<file path="src/rtl/draw_brick_wall_if.sv">
// Hit request/response channel between the ball logic (master) and the brick wall (slave).
interface draw_brick_wall_if #(
  parameter int ROWS = 6,
  parameter int COLS = 10
);
  localparam int RW = (ROWS > 1) ? $clog2(ROWS) : 1;
  localparam int CW = (COLS > 1) ? $clog2(COLS) : 1;

  logic          hit_valid;
  logic [RW-1:0] hit_row;
  logic [CW-1:0] hit_col;
  logic          hit_ready;
  logic          hit_resp_valid;
  logic          hit_resp_alive;

  modport master (
    output hit_valid, hit_row, hit_col,
    input  hit_ready, hit_resp_valid, hit_resp_alive
  );

  modport slave (
    input  hit_valid, hit_row, hit_col,
    output hit_ready, hit_resp_valid, hit_resp_alive
  );
endinterface

</file>
<file path="src/rtl/draw_brick_wall.sv">
// Brick-wall draw stage: overlays a ROWS x COLS brick grid on rgb_in with 2-cycle matched timing delay,
// tracks alive bricks and answers hit requests. Define BRICK_ROW_COLOR_EN for per-row red shading.
module draw_brick_wall #(
  parameter int          ROWS    = 6,
  parameter int          COLS    = 10,
  parameter int          X0      = 32,
  parameter int          Y0      = 64,
  parameter int          BRICK_W = 92,
  parameter int          BRICK_H = 28,
  parameter int          GAP     = 4,
  parameter logic [11:0] COLOR   = 12'hF80,
  localparam int         RW      = (ROWS > 1) ? $clog2(ROWS) : 1,
  localparam int         CW      = (COLS > 1) ? $clog2(COLS) : 1,
  localparam int         NW      = $clog2(ROWS * COLS + 1)
) (
  input  logic               pclk,
  input  logic               reset,
  input  logic [10:0]        hcount_in,
  input  logic [10:0]        vcount_in,
  input  logic               hsync_in,
  input  logic               vsync_in,
  input  logic               hblnk_in,
  input  logic               vblnk_in,
  input  logic [11:0]        rgb_in,
  draw_brick_wall_if.slave   hit,
  input  logic               refill,
  output logic [10:0]        hcount_out,
  output logic [10:0]        vcount_out,
  output logic               hsync_out,
  output logic               vsync_out,
  output logic               hblnk_out,
  output logic               vblnk_out,
  output logic [11:0]        rgb_out,
  output logic [NW-1:0]      bricks_left,
  output logic               wall_clear
);

  localparam int CELL_W = BRICK_W + GAP;
  localparam int CELL_H = BRICK_H + GAP;
  localparam int PXW    = (CELL_W > 1) ? $clog2(CELL_W) : 1;
  localparam int LNW    = (CELL_H > 1) ? $clog2(CELL_H) : 1;

  logic [ROWS-1:0][COLS-1:0] alive;

  // Horizontal geometry counters
  logic           h_act,   h_act_c,   h_act_n;
  logic [CW-1:0]  h_col,   h_col_c,   h_col_n;
  logic [PXW-1:0] h_px,    h_px_c,    h_px_n;
  // Vertical geometry counters
  logic           v_act,   v_act_c;
  logic [RW-1:0]  v_row,   v_row_c;
  logic [LNW-1:0] v_ln,    v_ln_c;

  logic inside_h, inside_v;

  // Stage 1 registers
  logic [10:0]   s1_hcount, s1_vcount;
  logic          s1_hsync, s1_vsync, s1_hblnk, s1_vblnk;
  logic [11:0]   s1_rgb;
  logic          s1_inside;
  logic [RW-1:0] s1_row;
  logic [CW-1:0] s1_col;

  logic          brick_on;
  logic [11:0]   brick_rgb;

  logic          hit_accept, hit_in_range, hit_alive;

  // Counter values for the current pixel are bypassed on the start markers so that
  // the very first pixel of the wall already sees offset 0.
  always_comb begin
    h_act_c = h_act;
    h_col_c = h_col;
    h_px_c  = h_px;
    if (hcount_in == 11'(X0)) begin
      h_act_c = 1'b1;
      h_col_c = '0;
      h_px_c  = '0;
    end else if (hcount_in == '0) begin
      h_act_c = 1'b0;
    end

    h_act_n = h_act_c;
    h_col_n = h_col_c;
    h_px_n  = h_px_c;
    if (h_act_c) begin
      if (h_px_c == PXW'(CELL_W - 1)) begin
        h_px_n = '0;
        if (h_col_c == CW'(COLS - 1))
          h_act_n = 1'b0;
        else
          h_col_n = h_col_c + 1'b1;
      end else begin
        h_px_n = h_px_c + 1'b1;
      end
    end

    inside_h = h_act_c && (int'(h_px_c) < BRICK_W);
  end

  always_comb begin
    v_act_c = v_act;
    v_row_c = v_row;
    v_ln_c  = v_ln;
    if (vcount_in == 11'(Y0)) begin
      v_act_c = 1'b1;
      v_row_c = '0;
      v_ln_c  = '0;
    end else if (vcount_in == '0) begin
      v_act_c = 1'b0;
    end else if (hcount_in == '0 && v_act) begin
      if (v_ln == LNW'(CELL_H - 1)) begin
        v_ln_c = '0;
        if (v_row == RW'(ROWS - 1))
          v_act_c = 1'b0;
        else
          v_row_c = v_row + 1'b1;
      end else begin
        v_ln_c = v_ln + 1'b1;
      end
    end

    inside_v = v_act_c && (int'(v_ln_c) < BRICK_H);
  end

  always_ff @(posedge pclk or negedge reset) begin
    if (!reset) begin
      h_act     <= 1'b0;
      h_col     <= '0;
      h_px      <= '0;
      v_act     <= 1'b0;
      v_row     <= '0;
      v_ln      <= '0;
      s1_hcount <= '0;
      s1_vcount <= '0;
      s1_hsync  <= 1'b0;
      s1_vsync  <= 1'b0;
      s1_hblnk  <= 1'b0;
      s1_vblnk  <= 1'b0;
      s1_rgb    <= '0;
      s1_inside <= 1'b0;
      s1_row    <= '0;
      s1_col    <= '0;
    end else begin
      h_act     <= h_act_n;
      h_col     <= h_col_n;
      h_px      <= h_px_n;
      v_act     <= v_act_c;
      v_row     <= v_row_c;
      v_ln      <= v_ln_c;
      s1_hcount <= hcount_in;
      s1_vcount <= vcount_in;
      s1_hsync  <= hsync_in;
      s1_vsync  <= vsync_in;
      s1_hblnk  <= hblnk_in;
      s1_vblnk  <= vblnk_in;
      s1_rgb    <= rgb_in;
      s1_inside <= inside_h && inside_v;
      s1_row    <= v_row_c;
      s1_col    <= h_col_c;
    end
  end

  // Stage 2: alive lookup happens here so hits show on the next drawn pixel.
  always_comb begin
    brick_on = s1_inside && alive[s1_row][s1_col];
`ifdef BRICK_ROW_COLOR_EN
    brick_rgb = {COLOR[11:8] - 4'(s1_row), COLOR[7:0]};
`else
    brick_rgb = COLOR;
`endif
  end

  always_ff @(posedge pclk or negedge reset) begin
    if (!reset) begin
      hcount_out <= '0;
      vcount_out <= '0;
      hsync_out  <= 1'b0;
      vsync_out  <= 1'b0;
      hblnk_out  <= 1'b0;
      vblnk_out  <= 1'b0;
      rgb_out    <= '0;
    end else begin
      hcount_out <= s1_hcount;
      vcount_out <= s1_vcount;
      hsync_out  <= s1_hsync;
      vsync_out  <= s1_vsync;
      hblnk_out  <= s1_hblnk;
      vblnk_out  <= s1_vblnk;
      if (s1_hblnk || s1_vblnk)
        rgb_out <= '0;
      else if (brick_on)
        rgb_out <= brick_rgb;
      else
        rgb_out <= s1_rgb;
    end
  end

  assign hit.hit_ready = ~refill;

  always_comb begin
    hit_accept   = hit.hit_valid & ~refill;
    hit_in_range = (int'(hit.hit_row) < ROWS) && (int'(hit.hit_col) < COLS);
    hit_alive    = 1'b0;
    if (hit_in_range)
      hit_alive = alive[hit.hit_row][hit.hit_col];
  end

  always_ff @(posedge pclk or negedge reset) begin
    if (!reset) begin
      alive              <= '1;
      bricks_left        <= NW'(ROWS * COLS);
      wall_clear         <= 1'b0;
      hit.hit_resp_valid <= 1'b0;
      hit.hit_resp_alive <= 1'b0;
    end else begin
      hit.hit_resp_valid <= hit_accept;
      hit.hit_resp_alive <= hit_accept & hit_alive;
      if (refill) begin
        alive       <= '1;
        bricks_left <= NW'(ROWS * COLS);
        wall_clear  <= 1'b0;
      end else begin
        if (hit_accept && hit_alive && bricks_left != '0) begin
          alive[hit.hit_row][hit.hit_col] <= 1'b0;
          bricks_left                     <= bricks_left - 1'b1;
        end
        wall_clear <= (bricks_left == '0);
      end
    end
  end

endmodule
</file>
<file path="src/flat_wrapper.sv">
// flat-port wrapper written by rule: the top's interface ports become plain ports
module draw_brick_wall_flat 
#(
  parameter int          ROWS    = 6,
  parameter int          COLS    = 10,
  parameter int          X0      = 32,
  parameter int          Y0      = 64,
  parameter int          BRICK_W = 92,
  parameter int          BRICK_H = 28,
  parameter int          GAP     = 4,
  parameter logic [11:0] COLOR   = 12'hF80,
  localparam int         RW      = (ROWS > 1) ? $clog2(ROWS) : 1,
  localparam int         CW      = (COLS > 1) ? $clog2(COLS) : 1,
  localparam int         NW      = $clog2(ROWS * COLS + 1)
)
  (pclk, reset, hcount_in, vcount_in, hsync_in, vsync_in, hblnk_in, vblnk_in, rgb_in, refill, hcount_out, vcount_out, hsync_out, vsync_out, hblnk_out, vblnk_out, rgb_out, bricks_left, wall_clear, hit_hit_valid, hit_hit_row, hit_hit_col, hit_hit_ready, hit_hit_resp_valid, hit_hit_resp_alive);
  draw_brick_wall_if #(.ROWS(ROWS), .COLS(COLS)) hit_i ();
  input  logic pclk;
  input  logic reset;
  input  logic [10:0] hcount_in;
  input  logic [10:0] vcount_in;
  input  logic hsync_in;
  input  logic vsync_in;
  input  logic hblnk_in;
  input  logic vblnk_in;
  input  logic [11:0] rgb_in;
  input  logic refill;
  output logic [10:0] hcount_out;
  output logic [10:0] vcount_out;
  output logic hsync_out;
  output logic vsync_out;
  output logic hblnk_out;
  output logic vblnk_out;
  output logic [11:0] rgb_out;
  output logic [NW-1:0] bricks_left;
  output logic wall_clear;
  input wire logic [$bits(hit_i.hit_valid)-1:0] hit_hit_valid;
  input wire logic [$bits(hit_i.hit_row)-1:0] hit_hit_row;
  input wire logic [$bits(hit_i.hit_col)-1:0] hit_hit_col;
  output wire logic [$bits(hit_i.hit_ready)-1:0] hit_hit_ready;
  output wire logic [$bits(hit_i.hit_resp_valid)-1:0] hit_hit_resp_valid;
  output wire logic [$bits(hit_i.hit_resp_alive)-1:0] hit_hit_resp_alive;
  assign hit_i.hit_valid = hit_hit_valid;
  assign hit_i.hit_row = hit_hit_row;
  assign hit_i.hit_col = hit_hit_col;
  assign hit_hit_ready = hit_i.hit_ready;
  assign hit_hit_resp_valid = hit_i.hit_resp_valid;
  assign hit_hit_resp_alive = hit_i.hit_resp_alive;
  draw_brick_wall #(.ROWS(ROWS), .COLS(COLS), .X0(X0), .Y0(Y0), .BRICK_W(BRICK_W), .BRICK_H(BRICK_H), .GAP(GAP), .COLOR(COLOR)) u_core (.pclk(pclk), .reset(reset), .hcount_in(hcount_in), .vcount_in(vcount_in), .hsync_in(hsync_in), .vsync_in(vsync_in), .hblnk_in(hblnk_in), .vblnk_in(vblnk_in), .rgb_in(rgb_in), .hit(hit_i), .refill(refill), .hcount_out(hcount_out), .vcount_out(vcount_out), .hsync_out(hsync_out), .vsync_out(vsync_out), .hblnk_out(hblnk_out), .vblnk_out(vblnk_out), .rgb_out(rgb_out), .bricks_left(bricks_left), .wall_clear(wall_clear));
endmodule
</file>
<file path="config.mk">
export PLATFORM = sky130hd
export DESIGN_NAME = draw_brick_wall_flat
export DESIGN_NICKNAME = d
export VERILOG_FILES = /design/src/rtl/draw_brick_wall_if.sv /design/src/rtl/draw_brick_wall.sv /design/src/flat_wrapper.sv
export SDC_FILE = /design/constraint.sdc
export NUM_CORES = 1
export LEC_CHECK = 0
export CORE_MARGIN = 2
export CORE_UTILIZATION = 55
export CTS_CLUSTER_SIZE = 14
export DETAILED_ROUTE_END_ITERATION = 7
export PLACE_DENSITY_LB_ADDON = 0.15
export SKIP_LAST_GASP = 1
export SLEW_MARGIN = 20
export SYNTH_ARGS = -nofsm -noshare
export SYNTH_HDL_FRONTEND = slang
export SYNTH_SLANG_ARGS = --single-unit
</file>
<file path="constraint.sdc">
create_clock -name pclk -period 3 [get_ports pclk]
set_input_delay 0.45 -clock pclk [delete_from_list [all_inputs] [get_ports pclk]]
set_output_delay 0.45 -clock pclk [all_outputs]
set_load 0.01 [all_outputs]
</file>
==> flow_summary.ini, run 1 <==
[placed_design]
port_buffers = 96
dp_cells = 918
dp_hpwl_um = 12500
placed_cell_area_um2 = 8940
gp_congestion = 0.990

[route]
ant_nets = 0
remaining_drc_errors = 0
vias_per_cell = 6.16
routed_wl_um = 18700
drtPass1Iterations = 6
via_count = 5860
drt-initial-drc-count = 612
post_drt_wl_per_cell_um = 19.7

[power_and_ir_drop]
ir_drop_v = 0.000405
p_leak_uw = 0.00384
cellPowerDensity_nw_per_um2 = 531
p_total_uw = 5080

[critical_path]
crit_buf_inv = 2
critical_path_class = input pin to flop
critical-path-max-stage-delay_ps = 610
crit_arrival_ps = 3170
path_delay_family = simple AND/OR/NAND/NOR gates
cp-start-kind = input pin
path_max_fanout = 25
required_ps = 3310
end_kind = flop
path_cells = clkdlybuf4s50_1 > buf_4 > nand2b_1 > o22ai_1 > o221ai_1 > and3b_1 > or2_0 > nor2_4 > a41oi_1
crit_slowest_cell = nor2_4

[timing]
rsz0062_at_grt = true
fin_crit_sh_pct = 95.4
relSlewSlack_pct = 46.1
timing.final.crit_period_ps = 2860
finalHoldViolCount = 0
setup_viol = 0
fmax_mhz = 349
clock_skew_ps = 6.80
tightest_slew_ps = 802
finalMaxSlewViolations = 0

[logic_synthesis]
synth_nets = 686
async_flop_share_pct = 100
synth_cell_types = 65
synth_edf_count = 0
seq_area_frac_synth_pct = 57.8
synth_ff_type = dfrtp_1
synthesis.area_um2 = 7540
ys_warn_count = 0
ys_seq_elements = 171
synth.avg_cell_area_um2 = 12.0
postSynthCellCount = 628

[layout]
layout.nets = 820
layout_common_cells = dfrtp_1, nor2_1, clkdlybuf4s50_1
stdcell_area_um2 = 9570
syn2layout_area_growth_pct = 27.0
final_common_cell = dfrtp_1
antennaDiodeCount = 0
drive_above_1_share_pct = 25.0
fin_cells = 951

[die]
die_w_um = 121
start_util_pct = 56.7
num_rows = 42
io_pins = 97
die_h_um = 121
design.die.area_um2 = 14700
core-area_um2 = 13300

[clock_network]
cts_buffers = 17
cts_sinks = 171
clk_latency_ps = 430
ctsRootBufferMaster = clkbuf_16
cts_setup_buffers = 0
htree_levels = 4
cts_buffer_depth = 2
path_clk_slew_ps = 60
cts_tree = yes

[global_routing]
grt-ovfl-total = 0
grt_usage_pct = 27.3
grt_max_degree = 76
grt_pass1_wl_um = 30600
grt_antenna_before_repair = 0
grt_pass1_vias = 5984

[run]
maxCapViolations = 0

[min_path]
hold_path_class = input pin to async pin

[outcome]
outcome = finished clean
## stage by stage
| stage | hold WS (ps) | setup TNS [ps] | util (%) | setup slack (ps) |
|---|---|---|---|---|
| floorplan | 154 | 0 | - | 496 |
| global placement | 332 | -23410 | 67.3 | -467 |
| detailed placement | 335 | -25730 | 67.3 | -552 |
| CTS | 12.9 | 0 | 72.0 | 191 |
| global route | 30.8 | -556 | 72.0 | -56.5 |
| finish | 7.70 | 0 | 72.0 | 138 |
## timing repair
| action | in CTS | in global routing |
|---|---|---|
| hold buffers | 0 | 0 |
| gates cloned | 1 | 0 |
| gates resized for setup | 1 | 0 |
| setup endpoints to repair | 51 | 24 |
## final cells by class
type	instances	area, µm²
Inverter	14	52.6
Clock buffer	21	480
Fill cell	903	3720
Sequential cell	171	4360
Clock inverter	11	135
Timing Repair Buffer	154	1410
Tap cell	176	220
Multi-Input combinational cell	404	2910
## kinds of logic after synthesis
group	share of synthesized area [%]
AOI/OAI and AO/OA	13.1
xor gates and xnor gates	0.465
adders and majority gates	1.49
buffers and inverters	3.69
DFF	57.8
muxes	9.98
and+or+nand+nor	13.5
## flip-flops by register name, summed over array words and instances (netlist names), 5 cells and up
signal	count
u_core.alive	60
u_core.rgb_out	12
u_core.s1_rgb	12
u_core.hcount_out	11
u_core.s1_hcount	11
u_core.s1_vcount	11
u_core.vcount_out	11
u_core.h_px	7
u_core.bricks_left	6
u_core.v_ln	5
## where the power goes
part / internal, µW / switching, µW / leakage [µW] / total (µW)
sequential: 2380 / 29.6 / 0.00201 / 2410
combinational: 202 / 228 / 0.00155 / 431
clock: 1330 / 919 / 0.000286 / 2240
## final timing paths
| check | from | end | slack [ps] | cells past startpoint |
|---|---|---|---|---|
| setup / recovery | hit_hit_row[2] | u_core.alive[42] | 140 | 9 |
| hold / removal | reset | u_core.hcount_out[2] | 8 | 1 |
| setup reg to reg | u_core.v_row[1] | u_core.rgb_out[10] | 340 | 8 |
| hold reg to reg | u_core.s1_hcount[7] | u_core.hcount_out[7] | 350 | 0 |
| max in group asynchronous | reset | u_core.bricks_left[5] | 2080 | 2 |
| min in group pclk | refill | u_core.hit.hit_resp_valid | 210 | 2 |
## per-layer routing
layer	up-vias	GRT usage (%)	part of all wire (%)
met3	46	7.47	7.1
met4	0	10.5	2.8
li1	2597	-	-
met1	2961	35.3	41
met2	256	44.0	50
met5	-	0	0
## Yosys cell counts, types with 4 or more instances
| library cell | number | area, µm² |
|---|---|---|
| a21oi_1 | 27 | 135 |
| a31oi_1 | 4 | 25.0 |
| a41oi_1 | 50 | 438 |
| and2_1 | 5 | 31.3 |
| and3_1 | 12 | 75.1 |
| buf_6 | 8 | 90.1 |
| clkbuf_1 | 25 | 93.8 |
| dfrtp_1 | 107 | 2680 |
| dfstp_2 | 64 | 1680 |
| ha_1 | 9 | 113 |
| inv_1 | 14 | 52.6 |
| mux2_2 | 9 | 101 |
| mux2i_1 | 29 | 290 |
| mux4_2 | 16 | 360 |
| nand2_1 | 21 | 78.8 |
| nand2b_1 | 6 | 37.5 |
| nand3_1 | 11 | 55.1 |
| nand4_1 | 6 | 37.5 |
| nor2_1 | 95 | 357 |
| nor2b_1 | 8 | 50.1 |
| nor3_1 | 13 | 65.1 |
| nor4_1 | 6 | 37.5 |
| o21ai_0 | 16 | 80.1 |
| o22ai_1 | 5 | 31.3 |
| or3_1 | 4 | 25.0 |
Power figures use the tool's default switching activity.
==> run 2: changes to the inputs <==
--- a/config.mk
+++ b/config.mk
@@ -7,10 +7,10 @@
 export LEC_CHECK = 0
 export CORE_MARGIN = 2
 export CORE_UTILIZATION = 55
+export CTS_CLUSTER_DIAMETER = 50
 export CTS_CLUSTER_SIZE = 14
 export DETAILED_ROUTE_END_ITERATION = 7
 export PLACE_DENSITY_LB_ADDON = 0.15
-export SKIP_LAST_GASP = 1
 export SLEW_MARGIN = 20
 export SYNTH_ARGS = -nofsm -noshare
 export SYNTH_HDL_FRONTEND = slang
==> flow_summary.ini, run 2 (same netlist as run 1, synthesis figures left out) <==
[outcome]
outcome = finished clean

[clock_network]
htree_levels = 4
cts_tree = yes
clk_latency_ps = 430
path_clk_slew_ps = 60
cts_buffer_depth = 2
cts_sinks = 171
cts_buffers = 17
cts_hold_buf = 0
ctsRootBufferMaster = clkbuf_16

[layout]
largestRegisters = u_core.alive: 60 flops, u_core.rgb_out: 12 flops, u_core.s1_rgb: 12 flops
syn2layout_area_growth_pct = 27.0
largest_reg_flops = 60
register_area_um2 = 4360
largest_register = u_core.alive
fillers = 901
layout_common_cells = dfrtp_1, nor2_1, clkdlybuf4s50_1
final_common_cell = dfrtp_1
drive_above_1_share_pct = 25.2
antennaDiodeCount = 0
layout.nets = 820
multi_input_area_um2 = 2910
stdcell_area_um2 = 9570

[placed_design]
placed_cell_area_um2 = 8940
dp_hpwl_um = 12500
gp_congestion = 0.990
dp_slack_ps = -552
port_buffers = 96

[timing]
rsz0062_at_grt = false
relSlewSlack_pct = 46.7
clock_skew_ps = 7.21
tightest_slew_ps = 794
timing.final.crit_period_ps = 2910
fin_crit_sh_pct = 97.0
setup_viol = 0
finalHoldViolCount = 0
fin_ws_ps = 91.1
finalMaxSlewViolations = 0
hold_slack_ps = 5.47
fmax_mhz = 344
fin_setup_tns_ps = 0

[critical_path]
crit_arrival_ps = 3210
cp-start-kind = input pin
crit_start = hit_hit_row[2]
r2r-start = u_core.v_row[1]
end_kind = flop
required_ps = 3300
r2r_slack_ps = 320
worstRegToRegCells = 8
r2r-end = u_core.rgb_out[10]
path_max_fanout = 26
critical_path_class = input pin to flop

[power_and_ir_drop]
cellPowerDensity_nw_per_um2 = 531
p_leak_uw = 0.00384
ir_drop_v = 0.000408
p_total_uw = 5080

[route]
drt-initial-drc-count = 586
post_drt_wl_per_cell_um = 19.8
routed_wl_um = 18800
remaining_drc_errors = 0
ant_nets = 0
vias_per_cell = 6.15
via_count = 5851
drtPass1Iterations = 5

[min_path]
hold_path_class = input pin to async pin

[die]
core-area_um2 = 13300
die_h_um = 121
start_util_pct = 56.7
die_w_um = 121
design.die.area_um2 = 14700
num_rows = 42
io_pins = 97

[global_routing]
grtUsageMet2_pct = 44.0
grt_antenna_before_repair = 0
grt_max_degree = 76
top_usage_layer = met2
use_met3_pct = 7.47
grt-ovfl-total = 0
grt_usage_pct = 27.3
grt_pass1_wl_um = 30600
grt_pass1_vias = 5984
use_met1_pct = 35.3

[run]
maxCapViolations = 0
-- run 2: cell types whose count changed in the layout (fill, tap and decap cells not counted) --
cell | previous run | this run
nor2b_1 | 8 | 7
nor2b_2 | 0 | 1
-- run 2: stage by stage --
stage          utilization, %  std cells
6_report                 72.0        951
5_1_grt                  72.0        951
4_1_cts                  72.0        951
3_5_place_dp             67.3        918
3_3_place_gp             67.3        918
2_1_floorplan               -        628
-- run 2: cell type report --
cell class	count	area share [%]
Sequential cell	171	45.5
Clock buffer	21	5.02
Timing Repair Buffer	154	14.8
Multi-Input combinational cell	404	30.4
Tap cell	176	2.30
Clock inverter	11	1.41
Inverter	14	0.549
-- run 2: critical path, stage by stage --
cell and delay, ps:
clkdlybuf4s50_1 580, buf_4 170, nand2b_1 170, o22ai_1 280, o221ai_1 130, and3b_1 220
or2_0 350, nor2_4 590, a41oi_1 260
-- run 2: worst max-delay path by stage --
stage	to	slack, ps	depth (start not counted)
2_1_floorplan	u_core.h_col[3]	500	11
3_3_place_gp	u_core.alive[37]	-470	9
3_5_place_dp	u_core.alive[12]	-550	9
4_1_cts	u_core.alive[52]	190	12
5_1_grt	u_core.alive[30]	20	9
6_report	u_core.alive[37]	90	9
-- run 2: timing repair --
item,4_1_cts,5_1_grt
setup buffers,0,0
endpoints found under the setup margin,51,24
gates cloned,1,0
resized for setup,1,1
-- run 2: routing by layer --
layer	routed length [µm]	vias up
li1	-	2596
met5	0	-
met3	1390	48
met2	9230	269
met1	7630	2938
met4	552	0
-- run 2: report_power, final --
group          internal [µW]  leakage (µW)  switching (µW)
registers               2380       0.00201            29.6
clock network           1320      0.000286             922
logic                    202       0.00155             230
